### config.mk
export PLATFORM = sky130hd
export DESIGN_NAME = adc_peak_meter
export DESIGN_NICKNAME = d
export VERILOG_FILES = /design/src/rtl/adc_peak_meter.sv
export SDC_FILE = /design/constraint.sdc
export NUM_CORES = 1
export LEC_CHECK = 0
export ABC_AREA = 1
export CORE_AREA = 5 5 202 165
export DETAILED_ROUTE_END_ITERATION = 16
export DIE_AREA = 0 0 207 170
export PLACE_DENSITY = 0.57
export SKIP_LAST_GASP = 1
export SLEW_MARGIN = 20
export SYNTH_ARGS = -nofsm -noshare
export SYNTH_HDL_FRONTEND = slang
export SYNTH_SLANG_ARGS = --single-unit
### constraint.sdc
create_clock -name clk -period 14.1 [get_ports clk]
set_clock_uncertainty 0.1 [all_clocks]
set_input_delay 2.82 -clock clk [delete_from_list [all_inputs] [get_ports clk]]
set_output_delay 2.82 -clock clk [all_outputs]
set_load 0.01 [all_outputs]
### src/rtl/adc_peak_meter.sv
// Windowed min/max tracker on an offset-binary ADC stream with a multi-cycle
// converter that reports each window's peak amplitude in millivolts.
module adc_peak_meter #(
    parameter int DATA_W        = 14,
    parameter int MID_CODE      = 8191,
    parameter int FULL_SCALE_MV = 3080,
    parameter int MIN_WIN       = 32
) (
    input  logic              clk,
    input  logic              rst,
    input  logic [DATA_W-1:0] sample_in,
    input  logic              sample_valid,
    input  logic [15:0]       win_len,
    output logic [11:0]       peak_mv,
    output logic [DATA_W-1:0] max_code,
    output logic [DATA_W-1:0] min_code,
    output logic              meas_valid,
    output logic              busy
);

    localparam int NUM_W = 26;
    localparam int DIV_W = DATA_W + 1;
    localparam int OUT_W = 12;
    localparam logic [NUM_W-1:0] FS_MV   = NUM_W'(FULL_SCALE_MV);
    localparam logic [DIV_W-1:0] DIVISOR = DIV_W'(2 * MID_CODE);

    typedef enum logic [1:0] {IDLE, MUL, DIV, DONE} state_t;

    function automatic logic [15:0] clamp_len(input logic [15:0] w);
        return (w < 16'(MIN_WIN)) ? 16'(MIN_WIN) : w;
    endfunction

    function automatic logic [OUT_W-1:0] sat_out(input logic [NUM_W-1:0] q);
        return (q > NUM_W'({OUT_W{1'b1}})) ? {OUT_W{1'b1}} : q[OUT_W-1:0];
    endfunction

    logic [15:0]       cnt_q, len_q, cur_len;
    logic [DATA_W-1:0] run_max_q, run_min_q, hold_max_q, hold_min_q;
    logic [DATA_W-1:0] new_max, new_min;
    logic              snap_q, first, last;

    always_comb begin
        first   = (cnt_q == 16'd0);
        cur_len = first ? clamp_len(win_len) : len_q;
        last    = sample_valid && (cnt_q == cur_len - 16'd1);
        new_max = (first || sample_in > run_max_q) ? sample_in : run_max_q;
        new_min = (first || sample_in < run_min_q) ? sample_in : run_min_q;
    end

    always_ff @(posedge clk) begin
        if (rst) begin
            cnt_q      <= '0;
            len_q      <= 16'(MIN_WIN);
            run_max_q  <= '0;
            run_min_q  <= '1;
            hold_max_q <= '0;
            hold_min_q <= '0;
            snap_q     <= 1'b0;
        end else begin
            snap_q <= last;
            if (sample_valid) begin
                run_max_q <= new_max;
                run_min_q <= new_min;
                if (first) len_q <= cur_len;
                if (last) begin
                    cnt_q      <= '0;
                    hold_max_q <= new_max;
                    hold_min_q <= new_min;
                end else begin
                    cnt_q <= cnt_q + 16'd1;
                end
            end
        end
    end

    // Conversion: multiply once, then one restoring-divide quotient bit per cycle
    state_t            state_q, state_d;
    logic [NUM_W-1:0]  num_q, num_d;
    logic [DIV_W-1:0]  rem_q, rem_d, trial, diff;
    logic [4:0]        bit_q, bit_d;
    logic              ge, load_out;
    logic [OUT_W-1:0]  peak_q;
    logic [DATA_W-1:0] max_q, min_q;

    always_comb begin
        state_d  = state_q;
        num_d    = num_q;
        rem_d    = rem_q;
        bit_d    = bit_q;
        load_out = 1'b0;
        trial    = {rem_q[DIV_W-2:0], num_q[NUM_W-1]};
        ge       = (trial >= DIVISOR);
        diff     = trial - DIVISOR;
        case (state_q)
            IDLE: if (snap_q) state_d = MUL;
            MUL: begin
                num_d   = NUM_W'(hold_max_q - hold_min_q) * FS_MV;
                rem_d   = '0;
                bit_d   = '0;
                state_d = DIV;
            end
            DIV: begin
                rem_d = ge ? diff : trial;
                num_d = {num_q[NUM_W-2:0], ge};
                bit_d = bit_q + 5'd1;
                if (bit_q == 5'(NUM_W - 1)) begin
                    state_d  = DONE;
                    load_out = 1'b1;
                end
            end
            DONE: state_d = IDLE;
            default: state_d = IDLE;
        endcase
    end

    always_ff @(posedge clk) begin
        num_q <= num_d;
        rem_q <= rem_d;
        bit_q <= bit_d;
        if (rst) begin
            state_q <= IDLE;
            peak_q  <= '0;
            max_q   <= '0;
            min_q   <= '0;
        end else begin
            state_q <= state_d;
            if (load_out) begin
                peak_q <= sat_out(num_d);
                max_q  <= hold_max_q;
                min_q  <= hold_min_q;
            end
        end
    end

    assign peak_mv    = peak_q;
    assign max_code   = max_q;
    assign min_code   = min_q;
    assign meas_valid = (state_q == DONE);
    assign busy       = (state_q != IDLE);

endmodule

==> impl_metrics.json <==
{
  "critPathMaxFanout": 12,
  "cp.arrival_ps": 6940,
  "ys_ff_latch": 176,
  "setup_viol": 0,
  "fillers": 3311,
  "via_count": 10500,
  "ys_warn_count": 0,
  "synthCells": 1628,
  "slew_viol_final": 0,
  "drcViolationCount": 0,
  "slew_headroom_pct": 36.6,
  "hold_viol": 0,
  "synth.distinct_cells": 54,
  "cts_setup_buffers": 0,
  "top_layer": "met4",
  "pin_count": 75,
  "cts_made_buffers": 17,
  "drive_gt1_share_pct": 6.36,
  "power.leakage_nw": 6.29,
  "synth_edf_count": 19,
  "finalSetupTns_ps": 0,
  "dp.cells": 2070,
  "antenna_found_initial": 0,
  "grt.total_usage_pct": 17.5,
  "syn_avg_cell_area_um2": 7.13,
  "totalWireLength_mm": 31.0,
  "cap_violations": 0,
  "gp_congestion": 0.902,
  "tightestPinTransition_ps": 948,
  "largest-register": "num_q",
  "dieArea_um2": 35200,
  "drtPass1Iterations": 6,
  "grt_setup_unrepaired": "no",
  "final_cells": 2102,
  "layout_min_cycle_time_ps": 6690,
  "wl_met2_mm": 12.7,
  "hold_class": "flop to flop",
  "start_util_pct": 37.4,
  "die_w_um": 207,
  "place_hpwl_mm": 23.4,
  "grt_first_pass_wirelength_mm": 50.9,
  "crit_required_ps": 14350,
  "root_buffer": "clkbuf_16",
  "final_nets": 1824,
  "synthToLayoutAreaGrowth_pct": 14.0,
  "synth-seq-area-share_pct": 32.0,
  "port_buffers": 74,
  "peakVddDrop_mv": 0.0771,
  "period_share_pct": 47.5,
  "wl_per_cell_um": 14.8,
  "grt_start_max_net_pins": 60,
  "powerDensity_nw_per_um2": 109,
  "synthFlopType": "dfxtp_1",
  "clock_sinks": 176,
  "antenna_left": 0,
  "outcome": "complete, no violations",
  "cpMaxStageDelayCell": "nor2_1",
  "cts_resized": 0,
  "n_antenna_cell": 0,
  "startpoint_type": "flop",
  "hold_depth": 2,
  "core-area_um2": 31100,
  "reg2reg_depth": 30,
  "clkSlewWorstSetupHoldPaths_ps": 70,
  "reg_top3": "num_q x26, cnt_q x16, len_q x16",
  "clk_latency_ps": 450,
  "die_h_um": 170,
  "cts_tree": "yes",
  "async_flop_share_pct": 0,
  "cp_common_cell": "nand2_1",
  "synth_nets": 1783,
  "critPathKind": "flop to flop",
  "grt_overflow": 0,
  "max_freq_mhz": 149,
  "vias_per_cell": 5.00,
  "drt-met1-wl_mm": 16.3,
  "htree_levels": 4,
  "largest_register_ffs": 26,
  "num_rows": 58,
  "cts_hold_buf": 0,
  "first_iter_violations": 862,
  "max_stage_delay_ps": 720,
  "clockBufferDepth": 2,
  "grt_pass1_vias": 9741,
  "syn_area_um2": 11600,
  "cp-end-kind": "flop",
  "wl_met3_mm": 1.68
}
-- worst max-delay path: cells and delay by family (launching register included) --
family | cells | cell delay, ps
AOI/OAI and AO/OA | 5 | 1190
adders and majority gates | 7 | 2160
buffers and inverters | 4 | 250
xor gates and xnor gates | 1 | 380
DFF | 1 | 350
and+or+nand+nor | 13 | 2130
-- cells in the mapped netlist, types with 4 or more instances --
library cell	count	area, µm²
fa_1	12	240
xor2_1	32	280
nor2_2	12	75.1
edfxtp_1	19	571
nor4_1	5	31.3
buf_2	4	20.0
nor2_4	11	124
o21ai_0	87	435
nand4_1	12	75.1
clkbuf_1	48	180
buf_6	6	67.6
nand2_2	7	43.8
o211ai_1	6	45.0
o221ai_1	9	78.8
ha_1	110	1380
inv_2	12	45.0
nor3_1	20	100
nand3_1	155	776
xnor2_1	9	78.8
dfxtp_1	157	3140
a31oi_1	5	31.3
inv_1	198	743
nand2_4	6	67.6
nor2_1	117	439
a21oi_1	138	691
o21ai_1	4	20.0
nand2_1	378	1420
o22ai_1	4	25.0
a21o_1	8	60.1
-- layer usage --
layer	vias up	GRT usage, %
met5	-	0
met4	0	3.94
met3	22	3.67
met2	242	26.0
met1	4814	26.0
li1	5432	-
-- where the power goes --
group	switching, mW	internal (mW)	total, mW
Sequential	0.0324	0.570	0.602
Clock	0.231	0.234	0.466
Combinational	0.270	0.106	0.376
Total	0.534	0.910	1.44
-- final timing paths --
| path | start | end | slack (ps) |
|---|---|---|---|
| min | max_code[2] | max_code[2] | 360 |
| min reg2reg | max_code[2] | max_code[2] | 360 |
| max | hold_max_q[0] | peak_mv[7] | 7410 |
| max reg2reg | hold_max_q[0] | peak_mv[7] | 7410 |
-- metrics by stage --
stage	hold WS, ps	power (mW)	utilization [%]	setup WS, ps	area (µm²)
floorplan	325	0.880	-	8510	11600
global placement	349	0.983	40.8	7200	12700
detailed placement	353	0.989	40.8	7140	12700
CTS	368	1.46	42.6	7410	13200
global route	392	1.53	42.6	6760	13200
finish	363	1.44	42.6	7410	13200
-- cells by family (layout without fill, tap and decap cells) --
group | count (synthesis) | after routing | synth area share, %
fa+ha+maj | 122 | 122 | 13.9
compound gates | 279 | 279 | 13.4
simple gates | 737 | 737 | 28.3
xor+xnor | 41 | 41 | 3.09
buf+inv | 273 | 327 | 9.29
flops | 176 | 176 | 32.0
-- final cells by class --
cell class                 count  area [µm²]  area share, %
clock buffer                  17         425           3.21
timing repair buffer          84         811           6.13
sequential                   176        3710           28.1
tap                          420         526           3.97
clock inverter                15         144           1.09
multi-input combinational   1179        6830           51.6
inverter                     211         792           5.98
-- layout by cell type, fill, tap and decap left out, types with 3 or more instances in the layout --
cell type / Yosys / layout
nor4_1: 5 / 5
xnor2_1: 9 / 9
xor2_1: 32 / 32
edfxtp_1: 19 / 19
o21ai_1: 4 / 4
buf_4: 1 / 10
inv_6: 0 / 6
nand2_1: 378 / 377
o21ai_2: 3 / 3
o21bai_1: 3 / 3
ha_1: 110 / 109
a21o_1: 8 / 8
clkbuf_16: 0 / 17
nor3_1: 20 / 19
inv_2: 12 / 12
clkdlybuf4s50_1: 0 / 73
a21oi_1: 138 / 138
dfxtp_1: 157 / 157
nor2_1: 117 / 117
o21ai_0: 87 / 87
nand3_1: 155 / 155
nor2_4: 11 / 11
inv_1: 198 / 198
nor2_2: 12 / 12
o211ai_1: 6 / 6
nand2_2: 7 / 8
nand2_4: 6 / 6
o22ai_1: 4 / 4
fa_1: 12 / 12
a31oi_1: 5 / 5
o221ai_1: 9 / 9
clkinv_4: 0 / 3
nand4_1: 12 / 12
No activity file was read; power rests on OpenSTA's default activity.
